[src/rtl/cordic_vectoring.sv]
// Vectoring-mode CORDIC: converts a signed (x, y) sample into a magnitude
// and a micro-rotation direction code, one micro-rotation per clock.
// Define CORDIC_VECTORING_COMPENSATION_EN to add the two-cycle gain
// compensation stage (COMP). Without it, m_mag carries the raw CORDIC gain.
//
// state | meaning
// IDLE  | waiting for a sample, s_ready high
// ITER  | one micro-rotation per cycle, k = 0..ITERATIONS-1
// COMP  | gain compensation, two cycles (compensation builds only)
// DONE  | result presented, held until m_ready
module cordic_vectoring #(
  parameter int DATA_WIDTH = 16,
  parameter int ITERATIONS = 7
) (
  input  logic                  clk,
  input  logic                  rst,
  input  logic [DATA_WIDTH-1:0] s_xin,
  input  logic [DATA_WIDTH-1:0] s_yin,
  input  logic                  s_valid,
  output logic                  s_ready,
  output logic [DATA_WIDTH+1:0] m_mag,
  output logic [ITERATIONS:0]   m_theta,
  output logic                  m_valid,
  input  logic                  m_ready
);

  localparam int DW = DATA_WIDTH + 2;
  localparam int KW = $clog2(ITERATIONS + 1);

`ifdef CORDIC_VECTORING_COMPENSATION_EN
  typedef enum logic [1:0] {IDLE, ITER, COMP, DONE} state_t;
  logic cph;
`else
  typedef enum logic [1:0] {IDLE, ITER, DONE} state_t;
`endif

  state_t               state;
  logic [KW-1:0]        k;
  logic signed [DW-1:0] x, y;
  logic signed [DW-1:0] x_in, y_in, xs, ys, x_nx, y_nx;
  logic [ITERATIONS:0]  th, th_nx;
  logic                 last;

  // Accept only from IDLE and never while reset is held.
  assign s_ready = (state == IDLE) && !rst;

  // Sign extension, shifted operands and the next micro-rotation result.
  always_comb begin
    x_in  = {{2{s_xin[DATA_WIDTH-1]}}, s_xin};
    y_in  = {{2{s_yin[DATA_WIDTH-1]}}, s_yin};
    xs    = x >>> k;
    ys    = y >>> k;
    th_nx = th;
    if (y[DW-1]) begin
      x_nx = x - ys;
      y_nx = y + xs;
      th_nx[ITERATIONS-1-int'(k)] = 1'b0;
    end else begin
      x_nx = x + ys;
      y_nx = y - xs;
      th_nx[ITERATIONS-1-int'(k)] = 1'b1;
    end
    last = (k == KW'(ITERATIONS - 1));
  end

  // Sequencer and datapath registers, including the registered outputs.
  always_ff @(posedge clk) begin
    if (rst) begin
      state   <= IDLE;
      k       <= '0;
      x       <= '0;
      y       <= '0;
      th      <= '0;
      m_mag   <= '0;
      m_theta <= '0;
      m_valid <= 1'b0;
`ifdef CORDIC_VECTORING_COMPENSATION_EN
      cph     <= 1'b0;
`endif
    end else begin
      case (state)
        IDLE: begin
          if (s_valid) begin
            // Fold the left half-plane onto the right; the pi is recorded in the top bit.
            if (x_in[DW-1]) begin
              x <= -x_in;
              y <= -y_in;
            end else begin
              x <= x_in;
              y <= y_in;
            end
            th             <= '0;
            th[ITERATIONS] <= x_in[DW-1];
            k              <= '0;
            state          <= ITER;
          end
        end
        ITER: begin
          x  <= x_nx;
          y  <= y_nx;
          th <= th_nx;
          if (last) begin
            k <= '0;
`ifdef CORDIC_VECTORING_COMPENSATION_EN
            cph   <= 1'b0;
            state <= COMP;
`else
            m_mag   <= x_nx;
            m_theta <= th_nx;
            m_valid <= 1'b1;
            state   <= DONE;
`endif
          end else begin
            k <= k + KW'(1);
          end
        end
`ifdef CORDIC_VECTORING_COMPENSATION_EN
        COMP: begin
          // 0.625 * (1 - 1/32) ~= 0.6055 approximates 1/K.
          if (!cph) begin
            x   <= (x >>> 1) + (x >>> 3);
            cph <= 1'b1;
          end else begin
            m_mag   <= x - (x >>> 5);
            m_theta <= th;
            m_valid <= 1'b1;
            cph     <= 1'b0;
            state   <= DONE;
          end
        end
`endif
        DONE: begin
          if (m_ready) begin
            m_valid <= 1'b0;
            state   <= IDLE;
          end
        end
        default: state <= IDLE;
      endcase
    end
  end

endmodule
[config.mk]
export PLATFORM = sky130hd
export DESIGN_NAME = cordic_vectoring
export DESIGN_NICKNAME = d
export VERILOG_FILES = /design/src/rtl/cordic_vectoring.sv
export SDC_FILE = /design/constraint.sdc
export NUM_CORES = 1
export LEC_CHECK = 0
export CAP_MARGIN = 10
export CORE_MARGIN = 4
export CORE_UTILIZATION = 55
export CTS_BUF_LIST = sky130_fd_sc_hd__clkbuf_4 sky130_fd_sc_hd__clkbuf_8
export CTS_CLUSTER_DIAMETER = 30
export DETAILED_ROUTE_END_ITERATION = 8
export GPL_TIMING_DRIVEN = 0
export HOLD_SLACK_MARGIN = 0.03
export PLACE_DENSITY = 0.9
export SKIP_LAST_GASP = 1
export SYNTH_ARGS = -nofsm -noshare
export SYNTH_HDL_FRONTEND = slang
export SYNTH_SLANG_ARGS = --single-unit
[constraint.sdc]
create_clock -name clk -period 4.5 [get_ports clk]
set_input_delay 0.45 -clock clk [delete_from_list [all_inputs] [get_ports clk]]
set_output_delay 0.45 -clock clk [all_outputs]
set_load 0.03 [all_outputs]
==> impl_results.md, run 1 <==
* Outcome: finished, violations left
* Failing checks: negative setup slack
* Routed len/inst at 21.5 um
* #FFs+latches synth at 76
* Global route overflow at 0
* Crit path capture type: flop
* Share of layout cells above drive strength 1 at 0.161
* Maximum VDD drop at 0.270 mV
* Antenna viol nets, final at 0
* First-pass DRT Iterations at 6
* Final WS setup at -75.2 ps
* DP Cell Count at 1241
* Inserted Clock Buffers at 9
* Syn avg cell area at 7.39 um2
* Cells after synthesis at 1004
* Worst path max stage delay at 450 ps
* Leak Pwr at 3.59 nW
* Vias in the first global route at 7721
* CTS Sinks at 76
* Crit Path Class: flop to flop
* Clock root cell: clkbuf_8
* Largest net degree at the start of global routing at 14
* Synth-to-layout area growth at 26.7%
* Clock Skew at 7.89 ps
* Final hold violation count at 0
* Cell variety after synth at 74
* Post-synth EDFFs at 0
* Via count at 8716
* Crit-path cells: buf_12 -> buf_12 -> clkbuf_16 -> mux2_2 -> o21ai_1 -> nor2b_1 -> nand2_1 -> o21ai_0 -> a21oi_1 -> xor2_1 -> ha_1 -> a21o_1 -> a21oi_2 -> inv_1 -> a32oi_4 -> nand2b_1 -> a21oi_1 -> xor2_1 -> a2111oi_0
* Worst-Skew Late Latency at 370 ps
* H-Tree Depth at 3
* Final WL at 27.9 mm
* Non-filler cells, final at 1296
* Ys async rst share at 0
* Antenna cells at 0
* Hold crit path type: flop to flop
* Core Area at 13200 um2
* Relative slew margins at 0.458
* CP max stage cell: a2111oi_0
* Die W at 124 um
* Total global-route track usage at 0.338
* Max-cap viol count at 0
* Crit-path leading delay family: compound AO/OA/AOI/OAI gates
* CP required at 4740 ps
* Drc violations at 0
* Fin nets at 1195
* Worst Tran Pin Value at 813 ps
* Max FO, Critical Path at 11
* Initial Util at 0.561
* Full die area at 15400 um2
* Ports at 64
* Rows at 42
* Worst Path Buf+Inv at 4
* Initial antenna violation count at 0
* Busiest grt layer: met2
* FMAX at 219 MHz
* Main synth FF type: dfxtp_1
* Pins Over Slew Limit at 0
* GPL Wtd Cong at 1.05
* PD cells at 452 nW/um2
* First-pass GRT wire length at 40.2 mm
* Hold buffers post-CTS at 0
* Tcrit/Tclk final at 1.02
* Mapped cell area at 7420 um2
* Hold_ws at 461 ps
* Vias per std cell at 6.73
* Sequential-to-total area share from yosys stat at 0.205
* Met2 Resource Use GR at 0.516
* Met3 Resource Use GR at 0.0781
* Worst-path clk slew at 90 ps
* Crit path DAT at 4810 ps
* Ys Warns at 0
* Initial DRC count at 1370
* Crit start category: flop
* Placement Setup Slack at -1340 ps
* Met1 usage at 0.449
* Clock tree buffer depth at 2
* Post-layout minimum cycle time at 4580 ps
* Die height at 124 um
* Port Buf Inserts at 61
* DP HPWL at 19.6 mm
* Final setup fails at 2
* Syn Nets at 1083
* CTS tree: yes
* Setup_tns at -126 ps
-- cells in the mapped netlist (3+ instances only) --
cell type	count	area share
a221oi_1	5	0.0059
nand2b_1	14	0.012
a211oi_1	13	0.013
a31oi_1	14	0.012
mux2i_1	30	0.040
nand3b_1	3	0.0030
nand2_1	123	0.062
or3_1	12	0.010
nor2b_1	20	0.017
and3_1	9	0.0076
a2111oi_0	17	0.020
a21oi_1	106	0.071
or2_2	4	0.0034
xor2_1	35	0.041
o41ai_1	6	0.0071
o21bai_1	4	0.0040
o31ai_1	15	0.015
o211ai_1	4	0.0040
o2111ai_1	3	0.0035
inv_1	19	0.0096
a22oi_1	10	0.010
o21ai_0	57	0.038
ha_1	41	0.069
dfxtp_1	76	0.20
a31o_2	3	0.0035
a21o_1	13	0.013
mux2_2	20	0.030
xnor2_1	47	0.055
buf_1	13	0.0066
o21a_1	3	0.0030
o22ai_1	3	0.0025
buf_6	3	0.0046
or4_1	5	0.0051
buf_2	9	0.0061
mux4_2	6	0.018
clkbuf_1	39	0.020
nand3_1	21	0.014
nor3_1	9	0.0061
nor2_1	117	0.059
-- power by group --
part | total [mW] | switching, mW | internal, mW
Clock | 0.604 | 0.293 | 0.310
Sequential | 0.887 | 0.149 | 0.738
Combinational | 2.76 | 1.58 | 1.18
-- kinds of logic after synthesis --
group | Yosys count | share of synthesized area
AO/OA/AOI/OAI | 307 | 0.268
buffers and inverters | 85 | 0.0475
multiplexers | 57 | 0.0905
XOR/XNOR | 82 | 0.0967
adder cells (fa/ha/maj) | 43 | 0.0745
AND/OR/NAND/NOR | 354 | 0.218
flip-flops | 76 | 0.205
-- cells in the final DEF, fill, tap and decap left out, types with 13 or more instances in the layout --
cell type,netlist,routed
a31oi_1,14,13
nand2_1,123,122
inv_1,19,19
nor2_1,117,116
mux2_2,20,17
xnor2_1,47,40
clkdlybuf4s50_1,0,61
buf_4,0,39
a21oi_1,106,91
nand3_1,21,21
a21o_1,13,13
nand2b_1,14,14
mux2i_1,30,24
xor2_1,35,34
o31ai_1,15,15
o21ai_0,57,46
a21oi_2,1,14
clkbuf_1,39,33
dfxtp_1,76,74
ha_1,41,36
nor2b_1,20,18
-- sequential cells by signal, indices dropped and copies added, names as in the netlist --
| register | cells |
|---|---|
| k | 3 |
| m_mag | 18 |
| m_theta | 8 |
| m_valid | 1 |
| state | 2 |
| th | 8 |
| x | 18 |
| y | 18 |
-- repair_timing --
action                                  in CTS  in global routing
buffers inserted                            11                 27
cloned                                       0                  3
pin swaps                                   15                 28
endpoints found under the setup margin      39                 20
gates resized for setup                     76                 66
-- cell type report --
cell class,count,area [um2]
Buffer,63,447
Sequential cell,76,1530
Timing Repair Buffer,102,971
Fill cell,978,3830
Clock inverter,6,88.8
Tap cell,176,220
Multi-Input combinational cell,843,5950
Clock buffer,9,124
Inverter,21,85.1
-- path summary, 6_finish.rpt --
path	startpoint	to	slack [ps]	cells after the start
worst min register to register	m_mag[14]	m_mag[14]	460	2
worst min-delay path	m_mag[14]	m_mag[14]	460	2
worst max-delay path	k[1]	y[11]	-80	19
worst max register to register	k[1]	y[11]	-80	19
-- tightest hold or removal path, stage by stage (launching register included) --
cell and delay (ps):
dfxtp_1 320, nand2_1 50, a21oi_1 50
-- metrics by stage --
| step | util | power, mW | area [um2] |
|---|---|---|---|
| after floorplan | - | 2.55 | 7450 |
| after global placement | 0.625 | 3.06 | 8280 |
| after detailed placement | 0.625 | 3.10 | 8280 |
| after CTS | 0.669 | 3.87 | 8860 |
| after global routing | 0.711 | 4.45 | 9410 |
| final | 0.711 | 4.25 | 9410 |
-- layer usage --
layer	share of wire	up-vias
li1	-	3882
met1	0.38	3972
met2	0.44	706
met3	0.13	156
met4	0.054	0
met5	0	-
No activity file was read; power rests on OpenSTA's default activity.
==> run 2: changes to the inputs <==
Settings changed: CAP_MARGIN 10 to default.
==> results of run 2 <==
Same layout as run 1: the final DEF is identical, and so are final timing and power.
